## src/rtl/bcd_cnt_pkg.sv

```systemverilog
// Shared constants and elaboration-time helpers for the BCD modulo counter.
// Supports up to BCD_MAX_DIGITS decades, which keeps every BCD image within 32 bits.
package bcd_cnt_pkg;

  localparam int          BCD_DIGIT_W    = 4;
  localparam logic [3:0]  BCD_MAX_DIGIT  = 4'd9;
  localparam int unsigned BCD_MAX_DIGITS = 8;

  function automatic logic [31:0] int_to_bcd(input int unsigned value, input int unsigned digits);
    logic [31:0] r;
    int unsigned v;
    r = '0;
    v = value;
    for (int unsigned i = 0; i < BCD_MAX_DIGITS; i++) begin
      if (i < digits) begin
        r[i*4 +: 4] = 4'(v % 10);
        v = v / 10;
      end
    end
    return r;
  endfunction

  function automatic bit max_val_ok(input int unsigned max_val, input int unsigned digits);
    int unsigned pow;
    pow = 1;
    for (int unsigned i = 0; i < BCD_MAX_DIGITS; i++) begin
      if (i < digits) pow = pow * 10;
    end
    return (digits >= 1) && (digits <= BCD_MAX_DIGITS) && (max_val >= 1) && (max_val < pow);
  endfunction

endpackage

```

## src/rtl/bcd_mod_counter_digit.sv

```systemverilog
// One BCD decade: parallel load, or +/-1 when enabled with carry/borrow in.
// Latency 1 cycle; co is combinational from q, up and ci.
module bcd_digit
  import bcd_cnt_pkg::*;
(
  input  logic                   clk_i,
  input  logic                   rst_ni,
  input  logic                   ld_i,
  input  logic [BCD_DIGIT_W-1:0] ld_val_i,
  input  logic                   en_i,
  input  logic                   up_i,
  input  logic                   ci_i,
  output logic [BCD_DIGIT_W-1:0] q_o,
  output logic                   co_o
);

  logic [BCD_DIGIT_W-1:0] q_q, q_d;

  always_comb begin
    q_d = q_q;
    if (ld_i) begin
      q_d = ld_val_i;
    end else if (en_i && ci_i) begin
      if (up_i) q_d = (q_q >= BCD_MAX_DIGIT) ? '0 : q_q + 4'd1;
      else      q_d = (q_q == '0) ? BCD_MAX_DIGIT : q_q - 4'd1;
    end
  end

  always_ff @(posedge clk_i or negedge rst_ni) begin
    if (!rst_ni) q_q <= '0;
    else         q_q <= q_d;
  end

  assign q_o  = q_q;
  assign co_o = ci_i & (up_i ? (q_q == BCD_MAX_DIGIT) : (q_q == '0));

endmodule

```

## src/rtl/bcd_mod_counter.sv

```systemverilog
// Cascadable BCD modulo counter (74160-style EP/ET/C) wrapping at MAX_VAL, up/down.
// Latency 1 cycle; C combinational, C_P and LD_ERR registered one-cycle pulses.
module bcd_mod_counter
  import bcd_cnt_pkg::*;
#(
  parameter int NUM_DIGITS = 2,
  parameter int MAX_VAL    = 59
) (
  input  logic                            CP,
  input  logic                            Rd,
  input  logic                            CLR,
  input  logic                            LD,
  input  logic                            EP,
  input  logic                            ET,
  input  logic                            UP,
  input  logic [BCD_DIGIT_W*NUM_DIGITS-1:0] D,
  output logic [BCD_DIGIT_W*NUM_DIGITS-1:0] Q,
  output logic                            C,
  output logic                            C_P,
  output logic                            LD_ERR
);

  localparam int          W         = BCD_DIGIT_W * NUM_DIGITS;
  localparam logic [31:0] MAX_BCD32 = int_to_bcd(MAX_VAL, NUM_DIGITS);
  localparam logic [W-1:0] MAX_BCD  = MAX_BCD32[W-1:0];

  if (!max_val_ok(MAX_VAL, NUM_DIGITS)) begin : g_bad_params
    $error("bcd_mod_counter: MAX_VAL out of range for NUM_DIGITS");
  end

  logic            tc, cnt_en, wrap, nib_ok, d_valid, dig_ld;
  logic [W-1:0]    ld_val;
  logic [NUM_DIGITS:0] carry;
  logic            c_p_q, c_p_d, ld_err_q, ld_err_d;
  logic            unused_co;

  // Valid BCD nibbles order the same as binary, so a plain compare checks the range.
  always_comb begin
    nib_ok = 1'b1;
    for (int i = 0; i < NUM_DIGITS; i++) begin
      if (D[i*BCD_DIGIT_W +: BCD_DIGIT_W] > BCD_MAX_DIGIT) nib_ok = 1'b0;
    end
    d_valid = nib_ok && (D <= MAX_BCD);
  end

  assign tc     = UP ? (Q == MAX_BCD) : (Q == '0);
  assign cnt_en = EP & ET;
  assign wrap   = cnt_en & tc;
  assign dig_ld = ~CLR | ~LD | wrap;

  always_comb begin
    ld_val = '0;
    if (!CLR)     ld_val = '0;
    else if (!LD) ld_val = d_valid ? D : '0;
    else          ld_val = UP ? '0 : MAX_BCD;
  end

  assign carry[0] = 1'b1;

  for (genvar g = 0; g < NUM_DIGITS; g++) begin : g_digit
    bcd_digit u_digit (
      .clk_i    (CP),
      .rst_ni   (Rd),
      .ld_i     (dig_ld),
      .ld_val_i (ld_val[g*BCD_DIGIT_W +: BCD_DIGIT_W]),
      .en_i     (cnt_en),
      .up_i     (UP),
      .ci_i     (carry[g]),
      .q_o      (Q[g*BCD_DIGIT_W +: BCD_DIGIT_W]),
      .co_o     (carry[g+1])
    );
  end

  // The top digit's carry out is superseded by the MAX_VAL terminal compare.
  assign unused_co = carry[NUM_DIGITS];

  assign c_p_d    = wrap & CLR & LD;
  assign ld_err_d = CLR & ~LD & ~d_valid;

  always_ff @(posedge CP or negedge Rd) begin
    if (!Rd) begin
      c_p_q    <= 1'b0;
      ld_err_q <= 1'b0;
    end else begin
      c_p_q    <= c_p_d;
      ld_err_q <= ld_err_d;
    end
  end

  assign C      = ET & tc;
  assign C_P    = c_p_q;
  assign LD_ERR = ld_err_q;

endmodule

```

## config.mk

```make
export PLATFORM = sky130hd
export DESIGN_NAME = bcd_mod_counter
export DESIGN_NICKNAME = d
export VERILOG_FILES = /design/src/rtl/bcd_cnt_pkg.sv /design/src/rtl/bcd_mod_counter_digit.sv /design/src/rtl/bcd_mod_counter.sv
export SDC_FILE = /design/constraint.sdc
export NUM_CORES = 1
export LEC_CHECK = 0
export BUFFER_PORTS_ARGS = -buffer_cell sky130_fd_sc_hd__clkbuf_2
export CORE_UTILIZATION = 28
export CTS_CLUSTER_SIZE = 40
export DETAILED_ROUTE_END_ITERATION = 8
export SLEW_MARGIN = 10
export SYNTH_ARGS = -nofsm -noshare
export SYNTH_HDL_FRONTEND = slang
export SYNTH_SLANG_ARGS = --single-unit
```

## constraint.sdc

```tcl
create_clock -name CP -period 2.2 [get_ports CP]
set_input_delay 0.55 -clock CP [delete_from_list [all_inputs] [get_ports CP]]
set_output_delay 0.55 -clock CP [all_outputs]
set_load 0.02 [all_outputs]
```

; ---- Word-level counts from Yosys, hierarchy flattened
; Index checks and enable logic that the tools add are counted.
[word_totals]
word_cells = 52
ff_bits = 10
input_bits = 15
[op_classes]
addsub = 4
n_eq_ne = 2
n_reduce_logical = 7
magnitude_cmp = 5
n_bitwise = 12
muxes = 18
[op_table]
columns = cell, count
row1 = $mux 4, 10
row2 = $mux 8, 3
row3 = $add 4x1->4 const B, 2
row4 = $eq 8x7->1 const B, 1
row5 = $ge 4x4->1 const B, 2
row6 = $gt 4x4->1 const B, 2
row7 = $le 8x7->1 const B, 1
row8 = $logic_not 4->1, 2
row9 = $logic_not 8->1, 1
row10 = $sub 4x1->4 const B, 2
row11 = $and 1x1->1, 7
row12 = $mux 7, 1
row13 = $eq 4x4->1 const B, 1
row14 = $mux 1, 4
row15 = $reduce_bool 2->1, 2
row16 = $not 1->1, 3
row17 = $logic_and 1x1->1, 2
row18 = $or 1x1->1, 2

; ---- Depth between registers and ports, before layout
; Gate-level depths: netlist of the first run.
[depth]
depth_word = 8
ltp_mapped = 7
depth_no_buf = 7

; ---- Cells and area by module
; Synthesis of the first run repeated with hierarchy kept, for this count alone.
[hier_totals]
cells_unflattened = 145
area_unflattened_um2 = 1177.4
[by_module_without_submodules]
columns = module, cells_per_inst, area_each_um2, n_inst, seq_area_each_um2
row1 = bcd_digit, 56, 470.5, 2, 100.1
row2 = bcd_mod_counter, 33, 236.5, 1, 50.0

; ---- Worst setup path before layout of the first run
; Ideal clock, no wire load.
[synth_timing]
path_kind = register to output
startpoint = register g_digit[1].u_digit.q_q[0]
endpoint = output C
path_slack_ns = -0.094
path_buffers = 0
t_arrival_ns = 1.744
path_stages_with_launch = 5
cell_sequence = dfrtp_1 > inv_1 > ha_1 > or4b_4 > a21oi_1
[synth_between]
elab_chain_len = 3
[synth_rtl]
columns = element, line_no
row1 = "start, declared", bcd_mod_counter_digit.sv:17  ; logic [BCD_DIGIT_W-1:0] q_q, q_d;
row2 = "start signal, assigned", bcd_mod_counter_digit.sv:31  ; else q_q <= q_d;
row3 = $eq 8x7->1 / $logic_not 8->1 (equally long branches), bcd_mod_counter.sv:46  ; assign tc = UP ? (Q == MAX_BCD) : (Q == '0);
row4 = $mux 1 *, bcd_mod_counter.sv:46
row5 = $and 1x1->1 *, bcd_mod_counter.sv:90  ; assign C = ET & tc;
row6 = "end, declared", bcd_mod_counter.sv:18  ; output logic C,
; Every way passes the cells marked *; elsewhere a longest branch is shown, timed or not.

; ---- Worst setup path in the final report of the first run
; Same ends and word-level chain as after synthesis.

==> impl_metrics.env, run 1 <==
export IMPL_status="finished with violations"
export IMPL_failed_checks="negative setup slack"
export IMPL_clock_path_buffers=2
export IMPL_grt_pass1_vias=1051
export IMPL_p_sw_mw=0.203
export IMPL_dpl_cell_area_mm2=0.00123
export IMPL_vias=1129
export IMPL_cts_htree_levels=1
export IMPL_diodes=0
export IMPL_drt_first_pass_iters=4
export IMPL_synth_simple_area_share_pct=28.7
export IMPL_ys_flop_type="dfrtp_1"
export IMPL_ir_worst_vdd_mv=0.396
export IMPL_cts_buffers=3
export IMPL_vias_per_cell=5.45
export IMPL_final_cell_mix="24 x clkbuf_2, 13 x buf_4, 12 x nand2_1"
export IMPL_synth_fa_ha_area_share_pct=8.61
export IMPL_cp_end_kind="primary output"
export IMPL_synth_distinct_cells=43
export IMPL_routedWlPerCell_um=14.5
export IMPL_cts_tree="built"
export IMPL_post_place_ws_ps=141
export IMPL_syn_nets=148
export IMPL_track_usage_pct=16.0
export IMPL_synthMuxAreaShare_pct=2.21
export IMPL_synth_async_reset_ratio_pct=100
export IMPL_whs_ps=137
export IMPL_synth_top_family_by_area="simple AND/OR/NAND/NOR gates"
export IMPL_initial_utilization_pct=29.8
export IMPL_dieArea_mm2=0.00388
export IMPL_hold_viol=0
export IMPL_rows=21
export IMPL_rsz0062_at_grt="true"
export IMPL_synthesis_area_mm2=0.00102
export IMPL_yosysSeqAreaShare_pct=24.6
export IMPL_drive_above_1_share_pct=36.6
export IMPL_grt_max_degree=13
export IMPL_core_area_mm2=0.00342
export IMPL_hp_class="in -> async"
export IMPL_worst_ep_required_time_ps=1650
export IMPL_p_clk_share_pct=29.8
export IMPL_path_class="reg -> out"
export IMPL_finalMaxSlewViolations=0
export IMPL_intPower_mw=0.384
export IMPL_clock_skew_ps=0.596
export IMPL_pwr_share_comb_pct=35.1
export IMPL_synth_compound_area_share_pct=27.8
export IMPL_maxCapViolCount=0
export IMPL_io_buffers=25
export IMPL_leakagePower_nw=0.594
export IMPL_fin_crit_sh_pct=101
export IMPL_fmax_ghz=0.452
export IMPL_ys_ff_latch=10
export IMPL_dieWidth_um=62.3
export IMPL_synth_edf_count=0
export IMPL_hold_buffers=0
export IMPL_pwr_share_seq_pct=35.1
export IMPL_grt_ovfl_total=0
export IMPL_hpwlAfterDp_mm=2.29
export IMPL_layout_setup_ws_ps=-11.9
export IMPL_syn_avg_cell_area_um2=8.07
export IMPL_final_common_cell="clkbuf_2"
export IMPL_setup_worst_path_start_class="flip-flop"
export IMPL_antenna_found_initial=0
export IMPL_yosys_warnings=0
export IMPL_crit_fanout=2
export IMPL_drt_wl_total_mm=3.00
export IMPL_worst_pin_slew_ps=439
export IMPL_cts_sinks=10
export IMPL_ios=26
export IMPL_nNetsFinal=184
export IMPL_final_antenna_net_count=0
export IMPL_cts_root_buf="clkbuf_4"
export IMPL_syn_inst=126
export IMPL_clock_latency_ps=270
export IMPL_drtIter0Drc=54
export IMPL_nFillCells=373
export IMPL_area_delta_synth_final_pct=31.6
export IMPL_p_sw_share_pct=34.6
export IMPL_routabilityCongestion=0.815
export IMPL_finalWorstPathRequiredPeriod_ps=2210
export IMPL_clk_pin_slew_ps=70
export IMPL_synth_xor_area_share_pct=0
export IMPL_cp_data_arrival_time_ps=1660
export IMPL_finalSetupViolCount=1
export IMPL_die_y_um=62.3
export IMPL_grt_pass1_wl_mm=4.97
export IMPL_drc=0
export IMPL_max_slew_margin_pct=70.4
export IMPL_p_per_area_mw_per_mm2=438
export IMPL_stdcell_area_mm2=0.00134
## per-stage QoR
stage	setup TNS (ps)	cells	utilization, %	total power, mW
CTS	0	207	38.8	0.584
floorplan	0	126	-	0.327
finish	-11.9	207	39.2	0.587
global placement	0	200	36.0	0.389
global route	-57.8	207	39.2	0.621
detailed placement	0	200	36.0	0.394
## power groups by stage
stage                     combinational, mW  clock (mW)  sequential, mW
final                                 0.206       0.175           0.206
after detailed placement              0.188           0           0.206
after floorplan                       0.111           0           0.216
after global routing                  0.226       0.188           0.207
after global placement                0.183           0           0.206
after CTS                             0.202       0.178           0.203
## sequential cells by signal (all words and copies together) (netlist names)
name	flops
C_P	1
LD_ERR	1
g_digit.u_digit.q_o	8
## metal layers
layer	up-vias	part of all wire [%]	global-route usage (%)
met2	44	50	26.6
met4	0	1.3	5.23
met1	538	44	20.5
met5	-	0	0
li1	541	-	-
met3	6	5.4	3.31
## final cells by class
type,instances,area (µm²),share of cell area [%]
flip-flops and latches,10,251,18.8
repair buffers,38,231,17.3
well taps,46,57.6,4.30
inverters,9,36.3,2.71
clock buffers,4,36.3,2.71
multi-input cells,100,726,54.2
## repair_timing
item | CTS | global route
setup buffers | 3 | 0
setup endpoints to repair | 1 | 1
hold endpoints to repair | 0 | 0
pin swaps | 1 | 0
resized for setup | 12 | 3
## path summary, 6_finish.rpt
path / from / end / slack [ps] / depth (start not counted)
max: g_digit[1].u_digit.q_o[0] / C / -10 / 5
min: Rd / g_digit[0].u_digit.q_o[3] / 140 / 1
max reg2reg: g_digit[0].u_digit.q_o[0] / g_digit[1].u_digit.q_o[2] / 380 / 7
max in group asynchronous: Rd / g_digit[0].u_digit.q_o[0] / 1830 / 1
min in group CP: D[0] / g_digit[0].u_digit.q_o[0] / 510 / 3
min reg2reg: g_digit[0].u_digit.q_o[1] / g_digit[0].u_digit.q_o[1] / 680 / 2
## critical path, cell delays in order (launching register included)
cell	delay [ps]
dfrtp_1	400
inv_2	90
ha_4	130
or4b_4	460
a21oi_2	150
clkbuf_8	160
## kinds of logic (layout without fill, tap and decap cells)
logic type / count (synthesis) / in the layout
AND/OR/NAND/NOR: 48 / 48
AO/OA/AOI/OAI: 44 / 44
multiplexers: 1 / 1
adder cells (fa/ha/maj): 7 / 7
flip-flops: 10 / 10
buffers and inverters: 16 / 51
## cell usage after synthesis (all sizes together) (3+ instances only)
library cell | instances | area share, %
nand3 | 6 | 3.0
o21ai | 12 | 6.3
a21oi | 9 | 4.4
a211oi | 3 | 2.2
nand2 | 13 | 5.0
nand2b | 3 | 1.8
dfrtp | 10 | 25
nand4b | 3 | 2.6
a31oi | 4 | 2.5
inv | 9 | 3.3
ha | 7 | 8.6
buf | 5 | 4.1
o21a | 4 | 3.0
nor3 | 3 | 1.5
nor2 | 8 | 3.0
Power figures use the tool's default switching activity.
==> run 2, diff against run 1 <==
--- a/config.mk
+++ b/config.mk
@@ -9,6 +9,7 @@
 export CORE_UTILIZATION = 28
 export CTS_CLUSTER_SIZE = 40
 export DETAILED_ROUTE_END_ITERATION = 8
+export PLACE_DENSITY = 0.49
 export SLEW_MARGIN = 10
 export SYNTH_ARGS = -nofsm -noshare
 export SYNTH_HDL_FRONTEND = slang
==> run 2 against run 1 <==
Largest power group is now combinational logic. Sequential power down 2%. The run now ends clean. Global-route usage increased by 0.31 points. Final cell count up 0.48%. Clock skew rose by 3.2 ps. Via count decreased by 1.9%.
==> impl_metrics.env, run 2 (same netlist as run 1, synthesis figures left out) <==
export IMPL_maxCapViolCount=0
export IMPL_nNetsFinal=185
export IMPL_drt_wl_total_mm=2.98
export IMPL_clock_latency_ps=260
export IMPL_clk_pin_slew_ps=70
export IMPL_clock_skew_ps=3.76
export IMPL_ff2ff_setup_slack_ps=400
export IMPL_path_class="reg -> out"
export IMPL_crit_slowest_cell="or4b_4"
export IMPL_io_buffers=25
export IMPL_fin_crit_sh_pct=99.6
export IMPL_grt_pass1_wl_mm=5.06
export IMPL_status="complete, no violations"
export IMPL_cts_tree="built"
export IMPL_r2r_end="g_digit[1].u_digit.q_o[1]"
export IMPL_fmax_ghz=0.457
export IMPL_final_antenna_net_count=0
export IMPL_r2r_worst_path_cells=7
export IMPL_core_area_mm2=0.00342
export IMPL_dieWidth_um=62.3
export IMPL_antenna_found_initial=0
export IMPL_slowest_delay_ps=460
export IMPL_die_y_um=62.3
export IMPL_routedWlPerCell_um=14.3
export IMPL_worst_pin_slew_ps=470
export IMPL_rsz0062_at_grt="true"
export IMPL_final_common_cell="clkbuf_2"
export IMPL_p_per_area_mw_per_mm2=429
export IMPL_drtIter0Drc=80
export IMPL_post_place_ws_ps=121
export IMPL_track_usage_pct=16.3
export IMPL_grt_ovfl_total=0
export IMPL_layout_setup_ws_ps=9.49
export IMPL_largest_reg_flops=8
export IMPL_ios=26
export IMPL_cts_buffers=3
export IMPL_worst_ep_required_time_ps=1650
export IMPL_finalSetupViolCount=0
export IMPL_cp_end_kind="primary output"
export IMPL_dieArea_mm2=0.00388
export IMPL_hpwlAfterDp_mm=2.36
export IMPL_clock_path_buffers=2
export IMPL_hold_viol=0
export IMPL_rows=21
export IMPL_area_delta_synth_final_pct=30.8
export IMPL_grt_pass1_vias=1081
export IMPL_drt_first_pass_iters=4
export IMPL_cts_root_buf="clkbuf_4"
export IMPL_critical_path_top_delay_family="simple AND/OR/NAND/NOR gates"
export IMPL_cts_htree_levels=1
export IMPL_drive_above_1_share_pct=35.8
export IMPL_initial_utilization_pct=29.8
export IMPL_stdcell_area_mm2=0.00133
export IMPL_critical_path_buf_inv_count=2
export IMPL_max_slew_margin_pct=68.3
export IMPL_diodes=0
export IMPL_dpl_cell_area_mm2=0.00124
export IMPL_leakagePower_nw=0.599
export IMPL_finalMaxSlewViolations=0
export IMPL_crit_fanout=2
export IMPL_setup_worst_path_start_class="flip-flop"
export IMPL_cts_sinks=10
export IMPL_drc=0
export IMPL_vias_per_cell=5.33
export IMPL_finalSetupTns_ps=0
export IMPL_hp_class="in -> async"
export IMPL_finalWorstPathRequiredPeriod_ps=2190
export IMPL_path_cells="inv_2 -> ha_4 -> or4b_4 -> a21oi_2 -> clkbuf_8"
export IMPL_grt_max_degree=13
export IMPL_ir_worst_vdd_mv=0.178
export IMPL_vias=1108
export IMPL_rr_startpoint="g_digit[0].u_digit.q_o[0]"
export IMPL_final_cell_mix="24 x clkbuf_2, 14 x buf_4, 12 x nand2_1"
export IMPL_cp_data_arrival_time_ps=1640
export IMPL_routabilityCongestion=0.896
run 2: area by class of cell:
| type | count | area (µm²) |
|---|---|---|
| Clock buffer | 4 | 36.3 |
| Fill cell | 366 | 2090 |
| Inverter | 9 | 33.8 |
| Multi-Input combinational cell | 100 | 713 |
| Sequential cell | 10 | 250 |
| Tap cell | 46 | 57.6 |
| Timing Repair Buffer | 39 | 239 |
run 2: what timing repair did:
item | CTS | global route
setup buffers | 3 | 0
setup endpoints to repair | 1 | 1
hold buffers | 0 | 0
pin swaps | 1 | 0
hold endpoints to repair | 0 | 0
gates resized for setup | 9 | 2
run 2: worst max-delay path by stage:
stage               cells past startpoint                 startpoint  to
floorplan                               4  g_digit[1].u_digit.q_o[0]   C
global route                            5  g_digit[1].u_digit.q_o[0]   C
finish                                  5  g_digit[1].u_digit.q_o[0]   C
global placement                        4                         UP   C
detailed placement                      6                         UP   C
CTS                                     5  g_digit[1].u_digit.q_o[0]   C
run 2: metrics by stage:
step           power [mW]  cells  util [%]  hold WS, ps
6_report            0.571    208      38.9          139
5_1_grt             0.607    208      38.9          149
4_1_cts             0.572    208      38.6          137
3_5_place_dp        0.395    201      36.2          430
3_3_place_gp        0.393    201      36.2          432
2_1_floorplan       0.327    126         -          254
run 2: power breakdown:
group	total (mW)	switching, mW	internal, mW	leakage, nW
logic	0.205	0.116	0.0892	0.443
registers	0.201	0.00888	0.192	0.136
clock network	0.165	0.0646	0.100	0.0210
run 2: worst reg2reg max path, stage by stage, from the launching register on:
cell and delay (ps):
dfrtp_1 430, inv_2 130, ha_4 160, nor4b_4 210
buf_4 180, o21ai_2 100, or3_1 360, o21ai_1 160
run 2: layer usage:
metal	share of wire [%]	track usage (%)	wire length, µm
met3	4.6	4.04	137
met1	46	21.3	1360
met4	1.8	3.20	53
met5	0	0	0
met2	48	27.2	1430
